--- config.mk ---
export PLATFORM = sky130hd
export DESIGN_NAME = gauss_clt
export DESIGN_NICKNAME = d
export VERILOG_FILES = /design/src/rtl/gauss_clt.sv
export SDC_FILE = /design/constraint.sdc
export NUM_CORES = 1
export LEC_CHECK = 0
export CORE_UTILIZATION = 55
export DETAILED_ROUTE_END_ITERATION = 8
export PLACE_DENSITY = 0.83
export SLEW_MARGIN = 10
export SYNTH_ARGS = -nofsm -noshare
export SYNTH_HDL_FRONTEND = slang
export SYNTH_SLANG_ARGS = --single-unit
export TNS_END_PERCENT = 1
--- constraint.sdc ---
create_clock -name CK -period 4.4 [get_ports CK]
set_input_delay 0.88 -clock CK [delete_from_list [all_inputs] [get_ports CK]]
set_output_delay 0.88 -clock CK [all_outputs]
set_load 0.05 [all_outputs]
--- src/rtl/gauss_clt.sv ---
// Gaussian-approximation noise source: sums four whitened uniform table
// addresses (central limit theorem) and recentres the sum around zero.
module gauss_clt (
    input  logic        CK,
    input  logic        RB,
    input  logic        ST,
    input  logic        EN,
    input  logic [9:0]  start,
    input  logic [9:0]  stride,
    input  logic [9:0]  mask,
    input  logic        rdy,
    output logic [12:0] noise,
    output logic        vld,
    output logic        busy
);

    typedef enum logic [1:0] {
        IDLE = 2'd0,
        ACC  = 2'd1,
        HOLD = 2'd2
    } state_t;

    state_t      state_q, state_d;
    logic [9:0]  addr_q, addr_d;
    logic [9:0]  stride_q, stride_d;
    logic [9:0]  mask_q, mask_d;
    logic [11:0] acc_q, acc_d;
    logic [1:0]  k_q, k_d;
    logic [12:0] noise_q, noise_d;
    logic        vld_q, vld_d;
    logic        busy_q, busy_d;
    logic [11:0] sum_s;

    // Midpoint of the 4 x [0,1023] sum; subtracting it centres the sample on zero.
    function automatic logic [12:0] centre(input logic [11:0] acc);
        return {1'b0, acc} - 13'd2046;
    endfunction

    // Running sum including the current whitened address.
    always_comb begin
        sum_s = acc_q + {2'b00, addr_q ^ mask_q};
    end

    // Next-state and datapath update; ST overrides every other input.
    always_comb begin
        state_d  = state_q;
        addr_d   = addr_q;
        stride_d = stride_q;
        mask_d   = mask_q;
        acc_d    = acc_q;
        k_d      = k_q;
        noise_d  = noise_q;
        vld_d    = vld_q;
        if (ST) begin
            state_d  = IDLE;
            addr_d   = 10'd0;
            stride_d = 10'd0;
            mask_d   = 10'd0;
            acc_d    = 12'd0;
            k_d      = 2'd0;
            noise_d  = 13'd0;
            vld_d    = 1'b0;
        end else begin
            case (state_q)
                IDLE: begin
                    if (EN) begin
                        addr_d   = start;
                        stride_d = stride;
                        mask_d   = mask;
                        acc_d    = 12'd0;
                        k_d      = 2'd0;
                        state_d  = ACC;
                    end else begin
                        state_d = IDLE;
                    end
                end
                ACC: begin
                    acc_d  = sum_s;
                    addr_d = addr_q + stride_q;
                    k_d    = k_q + 2'd1;
                    if (k_q == 2'd3) begin
                        noise_d = centre(sum_s);
                        vld_d   = 1'b1;
                        state_d = HOLD;
                    end else begin
                        state_d = ACC;
                    end
                end
                HOLD: begin
                    // noise deliberately keeps its value after the transfer
                    if (rdy) begin
                        vld_d   = 1'b0;
                        state_d = IDLE;
                    end else begin
                        state_d = HOLD;
                    end
                end
                default: begin
                    vld_d   = 1'b0;
                    state_d = IDLE;
                end
            endcase
        end
        busy_d = (state_d != IDLE);
    end

    // State and datapath registers with asynchronous clear.
    always_ff @(posedge CK or negedge RB) begin
        if (!RB) begin
            state_q  <= IDLE;
            addr_q   <= 10'd0;
            stride_q <= 10'd0;
            mask_q   <= 10'd0;
            acc_q    <= 12'd0;
            k_q      <= 2'd0;
            noise_q  <= 13'd0;
            vld_q    <= 1'b0;
            busy_q   <= 1'b0;
        end else begin
            state_q  <= state_d;
            addr_q   <= addr_d;
            stride_q <= stride_d;
            mask_q   <= mask_d;
            acc_q    <= acc_d;
            k_q      <= k_d;
            noise_q  <= noise_d;
            vld_q    <= vld_d;
            busy_q   <= busy_d;
        end
    end

    assign noise = noise_q;
    assign vld   = vld_q;
    assign busy  = busy_q;

endmodule

==> run_results.csv, run 1 <==
group,metric,value,unit
outcome,outcome,"finished, final reports clean",
grt,grt_use_met1,35.88,%
power,ir_worst_vdd,0.2425,mV
clocking,clkTransAtPathRegs,0.06,ns
drt,via_per_inst,6.089,
drt,vias,3014,
setup_path,worst_setup_path_start_kind,"flip-flop",
power,p_leak,2.017,nW
logic_synthesis,synthesis.nets,423,
logic_synthesis,async_flop_share,100.0,%
timing,max_freq,300.7,MHz
logic_synthesis,yosysWarnings,0,
power,powerDensity,392.3,nW/um^2
logic_synthesis,ys_seq_area_share,42.85,%
grt,grt_pass1_vias,2953,
setup_path,crit_type,"flip-flop to flip-flop",
clocking,cts_setup_buffers,0,
job,cap_violations,0,
die,start_util,58.44,%
final_layout,nFillCells,462,
drt,wl_per_cell,16.72,um
final_layout,antenna_cells,0,
logic_synthesis,ys.flop_type,"dfrtp_1",
die,die_y,82.48,um
logic_synthesis,synth_edf_count,0,
clocking,htreeDepth,3,
place,port_buffers,49,
grt,met3_usage,7.143,%
logic_synthesis,syn-cell-area,3562,sq um
timing,period_share,75.58,%
timing,timing.final.crit_period,3.325,ns
power,p_total,0.001703,W
setup_path,crit_path_max_fanout,3,
clocking,cts_resized,0,
die,num_rows,28,
final_layout,layout.nets,473,
clocking,clock_sinks,61,
timing,tightestPinTransition,0.9745,ns
setup_path,cp.arrival,3.60,ns
clocking,cts_root_buffer,"clkbuf_8",
grt,grt.overflow.total,0,
drt,firstDrtPassIters,4,
timing,tns,0,ns
logic_synthesis,syn_inst,365,
timing,hold_viol_final,0,
grt,antenna_found_initial,0,
timing,holdWs,0.4723,ns
clocking,cts_buffers,9,
grt,grt_start_max_net_pins,62,
die,coreArea,6096,sq um
final_layout,syn_to_final_growth,21.85,%
clocking,cts_tree,"built",
place,globalplace.congestion,0.9160,
logic_synthesis,synth.distinct_cells,52,
drt,drt_wl_total,8275,um
clocking,clockBufferDepth,2,
grt,grtUsageMet2,43.97,%
setup_path,end_kind,"flip-flop",
clocking,cts_hold_buf,0,
drt,drc_errors,0,
grt,grt_usage,27.90,%
grt,grt_pass1_wl,13870,um
drt,final_antenna_net_count,0,
final_layout,drive_gt1_share,6.190,%
setup_path,worstPathRequired,4.67,ns
timing,rsz0062_at_grt,"no",
logic_synthesis,synth.avg_cell_area,9.759,sq um
die,die_x,82.48,um
clocking,clk_latency,0.34,ns
logic_synthesis,ys_ff_latch,61,
die,ioPinCount,50,
grt,grt.busiest_layer,"met2",
timing,slew_headroom,35.03,%
worst_hold_path,min_path_type,"flip-flop to flip-flop",
timing,setup_violations,0,
die,dieArea,6802,sq um
timing,drv_slew,0,
place,dp_hpwl,5972,um
timing,finClkSkew,0.007897,ns
drt,drt_iter0_drc,192,
## per-stage QoR
step	cell area (sq um)	instances	setup slack [ns]	util, %
after detailed placement	4115	479	1.210	67.51
after global routing	4340	495	0.7630	71.20
after floorplan	3562	365	1.430	-
final	4340	495	1.075	71.20
after global placement	4115	479	1.347	67.51
after CTS	4340	495	1.087	71.20
## power breakdown
group | switching [W] | internal [W] | total [W]
logic | 0.000284 | 0.000215 | 0.000499
registers | 0.0000360 | 0.000602 | 0.000638
clock network | 0.000217 | 0.000348 | 0.000565
total | 0.000538 | 0.00117 | 0.00170
## area by class of cell
| cell class | instances | area (sq um) | area share [%] |
|---|---|---|---|
| multi-input cells | 277 | 1927 | 44.39 |
| flip-flops and latches | 61 | 1526 | 35.17 |
| repair buffers | 54 | 523.0 | 12.05 |
| clock buffers | 12 | 155.1 | 3.575 |
| well taps | 75 | 93.84 | 2.162 |
| clock inverters | 4 | 70.07 | 1.614 |
| inverters | 12 | 45.04 | 1.038 |
## state kept, by name (all words and copies together), names as in the netlist, 2 cells and up
name	count
noise	13
acc_q	12
addr_q	10
mask_q	10
stride_q	10
k_q	2
state_q	2
## cells in the final DEF, fill, tap and decap left out, types with 6 or more instances in the layout
master,instances
xnor2_1,10
nor2b_1,9
inv_1,12
xor2_1,15
a221oi_1,8
clkbuf_8,11
clkdlybuf4s50_1,48
dfrtp_1,61
nand3_1,10
ha_1,21
nor2_1,31
o21ai_1,12
a21oi_1,18
o21ai_0,11
nand2_1,30
a22o_1,30
a211oi_1,6
## critical path: stages, from the launching register on
cell	delay, ns
dfrtp_1	0.41
xor2_1	0.16
ha_1	0.23
inv_1	0.07
fa_1	0.44
nor2b_4	0.15
o2111a_1	0.23
o211ai_1	0.11
a2111oi_1	0.59
nand4_1	0.20
or4_1	0.54
nand3_1	0.11
## Yosys cell counts, types with 8 or more instances
library cell | count | area [sq um]
a22o_1 | 30 | 262.8
nand2_1 | 30 | 112.6
xnor2_1 | 10 | 87.58
dfrtp_1 | 61 | 1526
a21oi_1 | 18 | 90.09
xor2_1 | 15 | 131.4
o21ai_1 | 12 | 60.06
inv_1 | 12 | 45.04
nor2b_1 | 9 | 56.30
o21ai_0 | 11 | 55.05
a221oi_1 | 8 | 70.07
nor2_1 | 31 | 116.4
nand3_1 | 10 | 50.05
ha_1 | 21 | 262.8
clkbuf_1 | 13 | 48.80
## worst paths after layout
path	start	to	slack, ns	depth (start not counted)
min in group asynchronous	RB	noise[6]	0.68	2
setup reg to reg	addr_q[0]	noise[11]	1.07	11
setup / recovery	addr_q[0]	noise[11]	1.07	11
hold / removal	noise[12]	noise[12]	0.47	2
hold reg to reg	noise[12]	noise[12]	0.47	2
max in group asynchronous	RB	busy	3.18	2
## layer usage
| layer | part of all wire, % | vias to the layer above |
|---|---|---|
| li1 | - | 1445 |
| met3 | 6.5 | 29 |
| met1 | 44 | 1431 |
| met2 | 47 | 109 |
| met5 | 0 | - |
| met4 | 2.9 | 0 |
## logic make-up (layout without fill, tap and decap cells)
family                   count (synthesis)  in the layout  synth area share (%)
buffers and inverters                   27             82                 3.056
AO/OA/AOI/OAI                          109            109                 22.20
AND/OR/NAND/NOR                        117            117                 16.40
XOR/XNOR                                25             25                 6.147
multiplexers                             3              3                0.8430
flip-flops                              61             61                 42.85
adder cells (fa/ha/maj)                 23             23                 8.500
(Power assumes the default switching activity.)
==> run 2: changes to the inputs <==
CORE_UTILIZATION = 50   (was 55)
PLACE_DENSITY = 0.8   (was 0.83)
clock period = 2.7 ns   (was 4.4 ns; I/O delays follow)
==> run 2 against run 1 <==
Worst hold slack got worse by 0.12 ns; clock-buffer cell count did not move; clock power rose by 43%; first-iteration DRC count did not move; combinational power rose by 97%; global-route usage fell by 2.7 points; routed wire length rose by 5.0%; the run now ends with setup timing left; register-to-register slack got worse by 1.2 ns; critical path type unchanged; total power rose by 66%; flip-flop and latch count did not move.
==> run_results.csv, run 2 (synthesis gave the netlist of run 1 again) <==
group,metric,value,unit
clocking,cts_root_buffer,"clkbuf_8",
die,dieArea,7466,sq um
final_layout,drive_gt1_share,15.38,%
setup_path,r2r_start,"addr_q[0]",
grt,grt_usage,25.18,%
final_layout,largest_reg_flops,13,
place,globalplace.congestion,0.9062,
timing,timing.final.crit_period,2.859,ns
worst_hold_path,min_path_type,"input port to async pin",
setup_path,reg2reg_slack,-0.16,ns
job,cap_violations,0,
drt,vias,3131,
timing,postLayoutSetupSlackWorst,-0.1586,ns
timing,slew_headroom,47.46,%
final_layout,layout_common_cells,"61 x dfrtp_1, 48 x clkdlybuf4s50_1, 40 x buf_4, 31 x nor2_1",
timing,drv_slew,0,
setup_path,crit_type,"flip-flop to flip-flop",
drt,via_per_inst,5.682,
power,ir_worst_vdd,0.3407,mV
power,p_total,0.002824,W
setup_path,cp.arrival,3.13,ns
drt,final_antenna_net_count,0,
place,dp.cells,533,
power,powerDensity,607.6,nW/um^2
setup_path,crit_path_max_fanout,4,
setup_path,r2r_cells,11,
clocking,cts_tree,"built",
final_layout,syn_to_final_growth,30.49,%
grt,grt_start_max_net_pins,62,
die,die_y,86.41,um
clocking,clk_latency,0.35,ns
clocking,clkTransAtPathRegs,0.07,ns
setup_path,r2r_end,"noise[11]",
final_layout,nFillCells,550,
final_layout,antenna_cells,0,
die,die_x,86.41,um
outcome,violations,"setup timing",
drt,drt_iter0_drc,192,
die,ioPinCount,50,
clocking,clock_sinks,61,
timing,max_freq,349.8,MHz
die,coreArea,6832,sq um
die,start_util,52.14,%
final_layout,final_area,4648,sq um
timing,rsz0062_at_grt,"yes",
final_layout,stdcell_count,551,
setup_path,worst_setup_path_start_kind,"flip-flop",
clocking,cts_buffers,9,
setup_path,end_kind,"flip-flop",
setup_path,worstPathRequired,2.98,ns
drt,drc_errors,0,
final_layout,layout_commonest_cell,"dfrtp_1",
drt,wl_per_cell,15.77,um
timing,tightestPinTransition,0.7851,ns
timing,finClkSkew,0.009642,ns
timing,hold_viol_final,0,
grt,antenna_found_initial,0,
timing,setup_violations,3,
power,p_leak,2.182,nW
clocking,clockBufferDepth,2,
final_layout,layout.nets,508,
timing,period_share,105.9,%
drt,drt_wl_total,8689,um
timing,holdWs,0.3523,ns
grt,grt_pass1_vias,3150,
place,dp_hpwl,6350,um
place,dpl-instance-area,4394,sq um
grt,grt_pass1_wl,14640,um
outcome,outcome,"complete, but fails checks",
place,port_buffers,49,
die,num_rows,30,
grt,grt.overflow.total,0,
drt,firstDrtPassIters,4,
clocking,htreeDepth,3,
-- run 2: cell types whose count changed in the layout (fill, tap and decap cells not counted), sizes merged --
cell	previous run	this run
bufinv	2	1
clkinvlp	0	1
buf	6	41
-- run 2: per-layer routing --
layer  share of wire (%)  wire length [um]  global-route usage [%]  vias to the layer above
li1                    -                 -                       -                     1506
met1                  43              3764                   32.80                     1502
met2                  49              4293                   42.78                      113
met3                 5.8               508                   4.952                       10
met4                 1.4               123                   7.121                        0
met5                   0                 0                       0                        -
-- run 2: cell type report --
| class | count | area, sq um | share of cell area [%] |
|---|---|---|---|
| Inverter | 12 | 45.04 | 0.9690 |
| Clock buffer | 12 | 145.1 | 3.122 |
| Clock inverter | 4 | 47.55 | 1.023 |
| Sequential cell | 61 | 1526 | 32.84 |
| Timing Repair Buffer | 89 | 785.8 | 16.90 |
| Tap cell | 96 | 120.1 | 2.584 |
| Multi-Input combinational cell | 277 | 1978 | 42.56 |
-- run 2: worst max-delay path by stage --
stage / start / end / slack (ns)
after CTS: addr_q[0] / noise[11] / -0.15
after detailed placement: addr_q[0] / noise[11] / -0.29
after floorplan: addr_q[0] / noise[11] / -0.23
after global routing: addr_q[1] / noise[11] / -0.33
after global placement: addr_q[0] / noise[11] / -0.25
final: addr_q[0] / noise[11] / -0.16
-- run 2: where the power goes --
part	leakage (nW)	total [W]	internal [W]	switching, W
sequential	0.822	0.00103	0.000981	0.0000513
combinational	1.26	0.000985	0.000477	0.000508
clock	0.0964	0.000807	0.000449	0.000358
total	2.18	0.00282	0.00191	0.000918
-- run 2: what timing repair did --
action | CTS | global route
buffers inserted | 2 | 0
resized for setup | 5 | 3
hold endpoints to repair | 0 | 0
hold buffers | 0 | 0
pin swaps | 5 | 2
endpoints found under the setup margin | 4 | 5
-- run 2: worst max-delay path: stages, from the launching register on --
cell and delay [ns]:
dfrtp_1 0.39, xor2_1 0.16, ha_2 0.18, inv_2 0.06
fa_2 0.23, nor2b_4 0.05, o2111a_2 0.27, o41a_1 0.34
or4b_1 0.47, and3_4 0.17, or4_1 0.39, nand3_1 0.09
-- run 2: metrics by stage --
stage / util, % / TNS, ns / worst slack, ns
after detailed placement: 64.32 / -0.8493 / -0.2950
after floorplan: - / -0.2735 / -0.2317
after global routing: 68.04 / -0.8847 / -0.3316
final: 68.04 / -0.2980 / -0.1586
after CTS: 67.88 / -0.2700 / -0.1521
after global placement: 64.32 / -0.6587 / -0.2502
